## src/rtl/mem_wb_stage_if.sv

```systemverilog
// ---------------------------------------------------------------------------
// mem_wb_stage_if
// Data-memory bus between the MEM/WB stage (master) and the data memory
// (slave). The request channel is valid/ready; the response channel is a
// one-cycle valid pulse with no back-pressure.
//
// Signals:
//   mem_req_valid  master->slave  request valid
//   mem_req_ready  slave->master  request accepted when valid & ready
//   mem_req_we     master->slave  1 = store, 0 = load
//   mem_addr       master->slave  word-aligned byte address
//   mem_wdata      master->slave  store data
//   mem_rsp_valid  slave->master  load data valid (single-cycle pulse)
//   mem_rdata      slave->master  load data
// ---------------------------------------------------------------------------
interface mem_wb_stage_if;
   logic        mem_req_valid;
   logic        mem_req_ready;
   logic        mem_req_we;
   logic [31:0] mem_addr;
   logic [31:0] mem_wdata;
   logic        mem_rsp_valid;
   logic [31:0] mem_rdata;

   modport master (
      output mem_req_valid,
      output mem_req_we,
      output mem_addr,
      output mem_wdata,
      input  mem_req_ready,
      input  mem_rsp_valid,
      input  mem_rdata
   );

   modport slave (
      input  mem_req_valid,
      input  mem_req_we,
      input  mem_addr,
      input  mem_wdata,
      output mem_req_ready,
      output mem_rsp_valid,
      output mem_rdata
   );
endinterface

```

## src/rtl/mem_wb_stage.sv

```systemverilog
// ---------------------------------------------------------------------------
// mem_wb_stage
// Consumer end of the EX/MEM pipeline register. Performs the data-memory
// access for loads and stores over mem_wb_stage_if, stalls the upstream
// pipeline while an access is outstanding, and registers the MEM/WB outputs.
// Bubbles are inserted into W so each instruction writes the register file
// at most once.
//
// Parameters:
//   TIMEOUT_CYCLES  cycles allowed in REQ+WAIT before aborting (2..255)
//   ERR_DATA        ReadDataW value for an aborted or misaligned load
//
// Ports:
//   CLK, rst                  clock, synchronous active-high reset
//   RegWriteM .. WriteRegM    M-stage control/data (held while StallM=1)
//   StallM                    freeze EX/MEM and earlier stages
//   mem                       data-memory bus (master side)
//   RegWriteW .. WriteRegW    registered W-stage outputs
//   MemErr                    one-cycle pulse on misaligned/timed-out access
// ---------------------------------------------------------------------------
module mem_wb_stage #(
   parameter int          TIMEOUT_CYCLES = 16,
   parameter logic [31:0] ERR_DATA       = 32'hDEAD_BEEF
) (
   input  logic                  CLK,
   input  logic                  rst,
   input  logic                  RegWriteM,
   input  logic                  MemToRegM,
   input  logic                  MemWriteM,
   input  logic [31:0]           ALUOutM,
   input  logic [31:0]           WritedataM,
   input  logic [4:0]            WriteRegM,
   output logic                  StallM,
   mem_wb_stage_if.master        mem,
   output logic                  RegWriteW,
   output logic                  MemToRegW,
   output logic [31:0]           ALUOutW,
   output logic [31:0]           ReadDataW,
   output logic [4:0]            WriteRegW,
   output logic                  MemErr
);

   typedef enum logic [1:0] {
      S_IDLE = 2'd0,
      S_REQ  = 2'd1,
      S_WAIT = 2'd2,
      S_DONE = 2'd3
   } state_t;

   localparam logic [7:0] TO_LAST = 8'(TIMEOUT_CYCLES - 1);

   state_t      state_q;
   logic [7:0]  cnt_q;
   logic [31:0] addr_q;
   logic [31:0] wdata_q;
   logic        we_q;
   logic        regwrite_q;
   logic        memtoreg_q;
   logic [31:0] aluout_q;
   logic [31:0] readdata_q;
   logic [4:0]  writereg_q;
   logic        memerr_q;

   logic        memop_s;
   logic        is_load_s;
   logic        misalign_s;
   logic        req_fire_s;
   logic        timeout_s;

   // Decode of the current M-stage op and of the bus handshake.
   assign memop_s    = MemToRegM | MemWriteM;
   // Both flags set is treated as a store, so only a pure MemToRegM is a load.
   assign is_load_s  = MemToRegM & ~MemWriteM;
   assign misalign_s = (ALUOutM[1:0] != 2'b00);
   assign req_fire_s = (state_q == S_REQ) & mem.mem_req_ready;
   // Counter is never cleared inside REQ/WAIT, so >= also covers a load that
   // was accepted on the last allowed REQ cycle.
   assign timeout_s  = (cnt_q >= TO_LAST);

   // Stall decode: aligned access starting in IDLE, or any cycle in REQ/WAIT.
   always_comb begin
      StallM = 1'b0;
      case (state_q)
         S_IDLE:  StallM = memop_s & ~misalign_s;
         S_REQ:   StallM = 1'b1;
         S_WAIT:  StallM = 1'b1;
         S_DONE:  StallM = 1'b0;
         default: StallM = 1'b0;
      endcase
   end

   // Bus outputs come from registered state/latches only, so they are glitch-free.
   assign mem.mem_req_valid = (state_q == S_REQ);
   assign mem.mem_req_we    = we_q;
   assign mem.mem_addr      = addr_q;
   assign mem.mem_wdata     = wdata_q;

   assign RegWriteW = regwrite_q;
   assign MemToRegW = memtoreg_q;
   assign ALUOutW   = aluout_q;
   assign ReadDataW = readdata_q;
   assign WriteRegW = writereg_q;
   assign MemErr    = memerr_q;

   // Access FSM together with the MEM/WB pipeline registers.
   always_ff @(posedge CLK) begin
      if (rst) begin
         state_q    <= S_IDLE;
         cnt_q      <= 8'd0;
         addr_q     <= 32'd0;
         wdata_q    <= 32'd0;
         we_q       <= 1'b0;
         regwrite_q <= 1'b0;
         memtoreg_q <= 1'b0;
         aluout_q   <= 32'd0;
         readdata_q <= 32'd0;
         writereg_q <= 5'd0;
         memerr_q   <= 1'b0;
      end else begin
         memerr_q <= 1'b0;
         case (state_q)
            S_IDLE: begin
               if (memop_s && misalign_s) begin
                  // Misaligned: no bus traffic, retire the op with the write suppressed.
                  regwrite_q <= 1'b0;
                  memtoreg_q <= MemToRegM;
                  aluout_q   <= ALUOutM;
                  writereg_q <= WriteRegM;
                  memerr_q   <= 1'b1;
                  if (is_load_s) begin
                     readdata_q <= ERR_DATA;
                  end else begin
                     readdata_q <= readdata_q;
                  end
               end else if (memop_s) begin
                  addr_q     <= {ALUOutM[31:2], 2'b00};
                  wdata_q    <= WritedataM;
                  we_q       <= MemWriteM;
                  cnt_q      <= 8'd0;
                  regwrite_q <= 1'b0;
                  memtoreg_q <= 1'b0;
                  state_q    <= S_REQ;
               end else begin
                  regwrite_q <= RegWriteM;
                  memtoreg_q <= MemToRegM;
                  aluout_q   <= ALUOutM;
                  writereg_q <= WriteRegM;
               end
            end
            S_REQ: begin
               cnt_q <= cnt_q + 8'd1;
               // Completion is checked first so it wins over a coincident timeout.
               if (req_fire_s) begin
                  if (we_q) begin
                     regwrite_q <= RegWriteM;
                     memtoreg_q <= MemToRegM;
                     aluout_q   <= ALUOutM;
                     writereg_q <= WriteRegM;
                     state_q    <= S_DONE;
                  end else begin
                     state_q    <= S_WAIT;
                  end
               end else if (timeout_s) begin
                  regwrite_q <= 1'b0;
                  memtoreg_q <= MemToRegM;
                  aluout_q   <= ALUOutM;
                  writereg_q <= WriteRegM;
                  memerr_q   <= 1'b1;
                  state_q    <= S_DONE;
                  if (!we_q) begin
                     readdata_q <= ERR_DATA;
                  end else begin
                     readdata_q <= readdata_q;
                  end
               end else begin
                  state_q <= S_REQ;
               end
            end
            S_WAIT: begin
               cnt_q <= cnt_q + 8'd1;
               if (mem.mem_rsp_valid) begin
                  readdata_q <= mem.mem_rdata;
                  regwrite_q <= RegWriteM;
                  memtoreg_q <= MemToRegM;
                  aluout_q   <= ALUOutM;
                  writereg_q <= WriteRegM;
                  state_q    <= S_DONE;
               end else if (timeout_s) begin
                  readdata_q <= ERR_DATA;
                  regwrite_q <= 1'b0;
                  memtoreg_q <= MemToRegM;
                  aluout_q   <= ALUOutM;
                  writereg_q <= WriteRegM;
                  memerr_q   <= 1'b1;
                  state_q    <= S_DONE;
               end else begin
                  state_q <= S_WAIT;
               end
            end
            S_DONE: begin
               // The op retired on entry; a bubble here prevents a second write.
               regwrite_q <= 1'b0;
               memtoreg_q <= 1'b0;
               state_q    <= S_IDLE;
            end
            default: begin
               state_q <= S_IDLE;
            end
         endcase
      end
   end

endmodule

```

## src/flat_wrapper.sv

```systemverilog
// flat-port wrapper written by rule: the top's interface ports become plain ports
module mem_wb_stage_flat 
#(
   parameter int          TIMEOUT_CYCLES = 16,
   parameter logic [31:0] ERR_DATA       = 32'hDEAD_BEEF
)
  (CLK, rst, RegWriteM, MemToRegM, MemWriteM, ALUOutM, WritedataM, WriteRegM, StallM, RegWriteW, MemToRegW, ALUOutW, ReadDataW, WriteRegW, MemErr, mem_mem_req_valid, mem_mem_req_we, mem_mem_addr, mem_mem_wdata, mem_mem_req_ready, mem_mem_rsp_valid, mem_mem_rdata);
  mem_wb_stage_if mem_i ();
  input  logic CLK;
  input  logic rst;
  input  logic RegWriteM;
  input  logic MemToRegM;
  input  logic MemWriteM;
  input  logic [31:0] ALUOutM;
  input  logic [31:0] WritedataM;
  input  logic [4:0] WriteRegM;
  output logic StallM;
  output logic RegWriteW;
  output logic MemToRegW;
  output logic [31:0] ALUOutW;
  output logic [31:0] ReadDataW;
  output logic [4:0] WriteRegW;
  output logic MemErr;
  output wire logic [$bits(mem_i.mem_req_valid)-1:0] mem_mem_req_valid;
  output wire logic [$bits(mem_i.mem_req_we)-1:0] mem_mem_req_we;
  output wire logic [$bits(mem_i.mem_addr)-1:0] mem_mem_addr;
  output wire logic [$bits(mem_i.mem_wdata)-1:0] mem_mem_wdata;
  input wire logic [$bits(mem_i.mem_req_ready)-1:0] mem_mem_req_ready;
  input wire logic [$bits(mem_i.mem_rsp_valid)-1:0] mem_mem_rsp_valid;
  input wire logic [$bits(mem_i.mem_rdata)-1:0] mem_mem_rdata;
  assign mem_mem_req_valid = mem_i.mem_req_valid;
  assign mem_mem_req_we = mem_i.mem_req_we;
  assign mem_mem_addr = mem_i.mem_addr;
  assign mem_mem_wdata = mem_i.mem_wdata;
  assign mem_i.mem_req_ready = mem_mem_req_ready;
  assign mem_i.mem_rsp_valid = mem_mem_rsp_valid;
  assign mem_i.mem_rdata = mem_mem_rdata;
  mem_wb_stage #(.TIMEOUT_CYCLES(TIMEOUT_CYCLES), .ERR_DATA(ERR_DATA)) u_core (.CLK(CLK), .rst(rst), .RegWriteM(RegWriteM), .MemToRegM(MemToRegM), .MemWriteM(MemWriteM), .ALUOutM(ALUOutM), .WritedataM(WritedataM), .WriteRegM(WriteRegM), .StallM(StallM), .mem(mem_i), .RegWriteW(RegWriteW), .MemToRegW(MemToRegW), .ALUOutW(ALUOutW), .ReadDataW(ReadDataW), .WriteRegW(WriteRegW), .MemErr(MemErr));
endmodule
```

## config.mk

```make
export PLATFORM = sky130hd
export DESIGN_NAME = mem_wb_stage_flat
export DESIGN_NICKNAME = d
export VERILOG_FILES = /design/src/rtl/mem_wb_stage_if.sv /design/src/rtl/mem_wb_stage.sv /design/src/flat_wrapper.sv
export SDC_FILE = /design/constraint.sdc
export NUM_CORES = 1
export LEC_CHECK = 0
export CAP_MARGIN = 20
export CORE_UTILIZATION = 39
export CTS_CLUSTER_DIAMETER = 40
export DETAILED_ROUTE_END_ITERATION = 12
export PLACE_DENSITY = 0.81
export RECOVER_POWER = 25
export REMOVE_ABC_BUFFERS = 1
export SLEW_MARGIN = 10
export SYNTH_ARGS = -nofsm -noshare
export SYNTH_HDL_FRONTEND = slang
export SYNTH_SLANG_ARGS = --single-unit
```

## constraint.sdc

```tcl
create_clock -name CLK -period 2.07 [get_ports CLK]
set_input_delay 0.414 -clock CLK [delete_from_list [all_inputs] [get_ports CLK]]
set_output_delay 0.414 -clock CLK [all_outputs]
set_load 0.02 [all_outputs]
```

### Yosys cells after proc, flatten, opt, wreduce, memory -nomap -nowiden

Cells that the tools add are included.

* add/subtract/negate cells: 1
* magnitude comparators: 1
* equality and inequality tests: 13
* muxes and demuxes: 53
* bitwise logic cells: 7
* reductions and logical operators: 11

Operators with widths (count)
* 32-bit 2-to-1 mux: 13
* 32-bit case mux with 3 select lines: 2
* 5-bit 2-to-1 mux: 6
* 1-bit 2-to-1 mux: 18
* 8-bit 2-to-1 mux: 2
* 8-bit case mux with 2 select lines: 1
* 5-bit case mux with 3 select lines: 1
* 2-bit 2-to-1 mux: 5
* 3-bit AND reduction: 3
* 8-bit by 1-bit adder with 8-bit output, second input constant: 1
* 8-bit by 4-bit greater-or-equal comparator with 1-bit output, second input constant: 1
* 2-bit by 1-bit != test with 1-bit output, second input constant: 4
* 1-bit case mux with 4 select lines: 2
* 2-bit case mux with 4 select lines: 1
* 7-bit AND reduction: 1
* 2-bit != test, second input constant: 3
* 3-bit by 2-bit != test with 1-bit output, second input constant: 2
* 1-bit case mux with 3 select lines: 2
* 2-bit equality test, second input constant: 2
* 2-bit nonzero test: 2
* 1-bit bitwise AND: 3
* 3-bit != test, second input constant: 1
* 1-bit NOT: 3
* 3-bit nonzero test: 1
* 6 further kinds: 6

* register bits: 145
* input bits: 108
* logic and storage cells: 97

### Logic depth before layout (Yosys ltp)

* word-level depth: 5
* depth in mapped cells: 8
* mapped depth without buffers: 6

### Least setup slack after synthesis

Ideal clock, no wire load.

* kind: flip-flop to flip-flop
* from: register with a tool-made name
* to: register u_core.aluout_q[30] (netlist: u_core.ALUOutW[30])
* data arrival time: 1962 ps
* required time: 1978 ps
* setup slack: 16 ps
* stages on the path, launching flop included: 9
* period minus slack after synthesis: 2054 ps
* cells stage by stage: dfxtp_1 inv_1 ha_1 buf_2 nand3b_1 o211ai_2 clkbuf_1 or3b_2 o32ai_1

RTL lines
* end signal: assignment: RTL line mem_wb_stage.sv:127 `aluout_q <= ALUOutM;`
* end signal: assignment: RTL line mem_wb_stage.sv:146 `aluout_q <= ALUOutM;`
* end signal: assignment: RTL line mem_wb_stage.sv:157 `aluout_q <= ALUOutM;`
* end: declaration: RTL line mem_wb_stage.sv:59 `logic [31:0] aluout_q;`

### Worst setup path in the final report

* from: register u_core.cnt_q[0]
* to: register u_core.aluout_q[31] (netlist: u_core.ALUOutW[31])

* word-level cells in the longest chain between the ends: 4
* elaborated cells between the ends (all ways): 5

RTL lines
* start: declaration: RTL line mem_wb_stage.sv:53 `logic [7:0] cnt_q;`
* start signal: assignment: RTL line mem_wb_stage.sv:151 `cnt_q <= cnt_q + 8'd1;`
* start signal: assignment: RTL line mem_wb_stage.sv:180 `cnt_q <= cnt_q + 8'd1;`
* 8-bit by 4-bit greater-or-equal comparator with 1-bit output *: RTL line mem_wb_stage.sv:78 `assign timeout_s = (cnt_q >= TO_LAST);`
* 32-bit 2-to-1 mux *
* 32-bit 2-to-1 mux (on tied branches)
* 32-bit case mux with 3 select lines *

Mark *: on every way between the ends. The rest lies on a longest branch, timed or not.
A chain may end at the register's enable or synchronous reset.

==> summary.txt <==
Run status
  – Status: finished clean

Floorplanning
  – Area of the core: about 0.015 mm2
  – Num rows: 45
  – Overall die area: between 0.015 and 0.02 mm2
  – DIE HEIGHT: 128 um
  – Starting density of the core: 0.403
  – Width of the die: ~130 um
  – Ports: roughly 250

Timing
  – Highest Clock Rate: 507 MHz
  – Final setup violation count: 0
  – Final critical delay including setup and external delays: around 2.0 ns
  – Relative max-transition margin: 0.563
  – Final clock period utilization by the worst path: 0.953
  – Number of slew-limit violations in the final report: 0
  – Hold Violations, Final: 0
  – Worst-Margin Slew: 0.649 ns
  – Clk_skew: about 0.0076 ns

Setup path
  – Worst Setup End Kind: flip-flop
  – Critical-path maximum fanout: 37
  – Crit path launch type: flip-flop
  – CP required: approximately 2.4 ns
  – Data arrival time of the worst path: approximately 2.3 ns
  – Kind of critical path: reg2reg

Yosys
  – Mean cell area of the mapped netlist: 8.78 um2
  – Async set-or-reset flop fraction in the synthesized netlist: 0
  – Portion of the post-synthesis area used by sequential elements: 0.469
  – Distinct cells, synth: between 40 and 50
  – Leading cell types by total area after synthesis: sky130_fd_sc_hd__dfxtp_1, sky130_fd_sc_hd__nand2_1, sky130_fd_sc_hd__a21oi_1
  – Share of Yosys cell area claimed by the top area cell type: 0.469
  – Leading cell type by number of instances after synthesis: sky130_fd_sc_hd__dfxtp_1
  – Dominant register cell in the synthesized netlist: sky130_fd_sc_hd__dfxtp_1
  – Post-synthesis cell area: 0.00619 mm2
  – Yosys synthesis warning count: 0
  – Cell type contributing the most total cell area after synthesis: sky130_fd_sc_hd__dfxtp_1
  – Most used standard cells in the synthesized netlist: sky130_fd_sc_hd__dfxtp_1, sky130_fd_sc_hd__nand2_1, sky130_fd_sc_hd__a21oi_1
  – Flip-flop and latch count after synthesis: 145
  – Number of enable-type register cells in the synthesized netlist: 0
  – Syn Inst Count: between 700 and 800

Clock network
  – Post-CTS Repair Setup Buffers: 0
  – TritonCTS clock tree: yes
  – Htree depth: 4
  – Worst skew pair latency: 0.42 ns
  – Clk slew on worst S/H paths: approximately 0.060 ns
  – Number of clock buffers inserted by TritonCTS: 17
  – Largest buffer count on any clock path: 2
  – Num Clock Sinks: around 150
  – Clock Root Buffer: sky130_fd_sc_hd__clkbuf_16
  – Number of buffers inserted for hold repair after clock tree synthesis: 0

Final layout
  – Antenna cells: 0
  – Count of filler cells inserted in the layout: about 1300
  – Fin cells: ~1200
  – Fraction of layout cells with a size suffix above 1: 0.136
  – Net count of the finished layout: between 1000 and 1500
  – Final core occ: 0.628
  – Signed area change from the synthesized netlist to the final layout: 56.0%

GRT
  – Pin count of the biggest net entering global routing: 49
  – Number of antenna violations at the first check in global routing: 0
  – Overall fraction of global-route tracks in use: 0.226
  – Vias in the first global route: around 5700
  – Global route total overflow: 0
  – First-pass GRT wire length: ~29 mm

Power
  – Leakage power figure: approximately 3.6 nW
  – Peak supply drop: 0.589 mV
  – Pwr Density: 1180 mW/mm2

Drt
  – Final wirelength: 18.2 mm
  – Antenna viol nets, final: 0
  – Total number of vias: 6004
  – Per-cell via count in the routed design: about 5
  – DRC violations left: 0
  – Number of DRC markers after the initial detailed-route iteration: 273
  – Routed wirelength normalized by instance count: around 16 um
  – First-pass iteration count of the detailed router: 5

Place
  – Routability Congestion: about 0.83
  – Placed insts: 1142
  – HPWL after detailed placement: about 13 mm
  – Count of port buffers added during placement: 244

Run
  – Max-Cap Viols: 0

Min path
  – Class of the worst hold path: in2reg
[registers in the layout (all words and copies together) (netlist names), named ones only]
name / flops
u_core.RegWriteW: 1
u_core.mem.mem_wdata: 32
u_core.ReadDataW: 32
u_core.state_q: 1
u_core.mem.mem_addr: 30
u_core.mem.mem_req_we: 1
u_core.MemErr: 1
u_core.ALUOutW: 32
u_core.cnt_q: 8
u_core.WriteRegW: 5
u_core.MemToRegW: 1
[placed cells by master (no fill, tap or decap), types with 3 or more instances in the layout]
cell type	instances
sky130_fd_sc_hd__nor2_1	4
sky130_fd_sc_hd__inv_1	69
sky130_fd_sc_hd__clkbuf_1	5
sky130_fd_sc_hd__a221oi_2	21
sky130_fd_sc_hd__clkinv_2	3
sky130_fd_sc_hd__buf_12	13
sky130_fd_sc_hd__dfxtp_1	144
sky130_fd_sc_hd__o31ai_1	6
sky130_fd_sc_hd__or3b_1	8
sky130_fd_sc_hd__nand4_1	3
sky130_fd_sc_hd__a221oi_1	4
sky130_fd_sc_hd__mux2i_1	9
sky130_fd_sc_hd__nand2_1	141
sky130_fd_sc_hd__o32ai_1	37
sky130_fd_sc_hd__o21ai_0	11
sky130_fd_sc_hd__or4_1	5
sky130_fd_sc_hd__nand2b_1	3
sky130_fd_sc_hd__a21oi_1	75
sky130_fd_sc_hd__clkbuf_2	3
sky130_fd_sc_hd__dlygate4sd3_1	59
sky130_fd_sc_hd__nor4_1	26
sky130_fd_sc_hd__buf_4	25
sky130_fd_sc_hd__nand3_1	13
sky130_fd_sc_hd__clkdlybuf4s50_1	182
sky130_fd_sc_hd__clkbuf_16	17
sky130_fd_sc_hd__or3b_2	27
sky130_fd_sc_hd__ha_1	6
sky130_fd_sc_hd__clkbuf_8	3
[path summary, 6_finish.rpt]
kind,start,end,slack (ns),depth (start not counted)
worst max-delay path,u_core.cnt_q[0],u_core.ALUOutW[31],0.1,6
worst min-delay path,rst,u_core.mem.mem_addr[25],0.37,2
worst max register to register,u_core.cnt_q[0],u_core.ALUOutW[31],0.1,6
worst min register to register,u_core.mem.mem_addr[10],u_core.mem.mem_addr[10],0.45,2
[per-stage QoR]
stage           TNS [ns]  cell area [um2]  worst slack (ns)  hold slack [ns]  power, W
2_1_floorplan     -86.61             5890            -0.963            0.476   0.00611
3_3_place_gp       -9.07             9090            -0.305            0.441   0.00851
3_5_place_dp      -12.69             9090            -0.343            0.446   0.00857
4_1_cts                0             9670          0.000143            0.352    0.0116
5_1_grt        -0.000714             9650         -0.000714            0.371    0.0120
6_report               0             9650            0.0981            0.368    0.0114
[metal layers]
metal,global-route usage,wire [um],vias to the layer above
met4,0.0983,486,0
met5,0,0,-
met2,0.371,8560,230
li1,-,-,2965
met1,0.258,7550,2773
met3,0.0902,1650,36
[where the power goes]
group | internal [W] | switching (W) | leakage, nW
clock network | 0.00186 | 0.00117 | 0.282
logic | 0.00212 | 0.00266 | 2.12
registers | 0.00334 | 0.000278 | 1.19
[cell type report]
cell class                      instances  area (um2)  area share
Sequential cell                       145        2900       0.301
Timing Repair Buffer                  286        2890       0.300
Multi-Input combinational cell        431        2750       0.285
Clock buffer                           22         474      0.0491
Tap cell                              211         264      0.0273
Inverter                               69         259      0.0268
Clock inverter                          9         108      0.0111
[critical path: stages (launching register included)]
cell and delay (ns):
sky130_fd_sc_hd__dfxtp_1 0.34, sky130_fd_sc_hd__ha_1 0.23, sky130_fd_sc_hd__and3_2 0.28, sky130_fd_sc_hd__o21ai_0 0.31
sky130_fd_sc_hd__and4_1 0.30, sky130_fd_sc_hd__buf_12 0.22, sky130_fd_sc_hd__o32ai_1 0.13
[logic make-up (layout without fill, tap and decap cells)]
logic type | count (synthesis) | after routing | synth area share
and+or+nand+nor | 244 | 244 | 0.203
AOI/OAI and AO/OA | 170 | 170 | 0.210
DFF | 145 | 145 | 0.469
buffers and inverters | 130 | 386 | 0.0910
muxes | 9 | 9 | 0.0146
adders and majority gates | 6 | 6 | 0.0121
other | 1 | 2 | 0.000606
[repair_timing]
item	CTS	global route
endpoints found under the hold margin	0	0
setup endpoints to repair	2	10
gates resized for setup	5	5
gates cloned	0	0
Power figures use the tool's default switching activity.
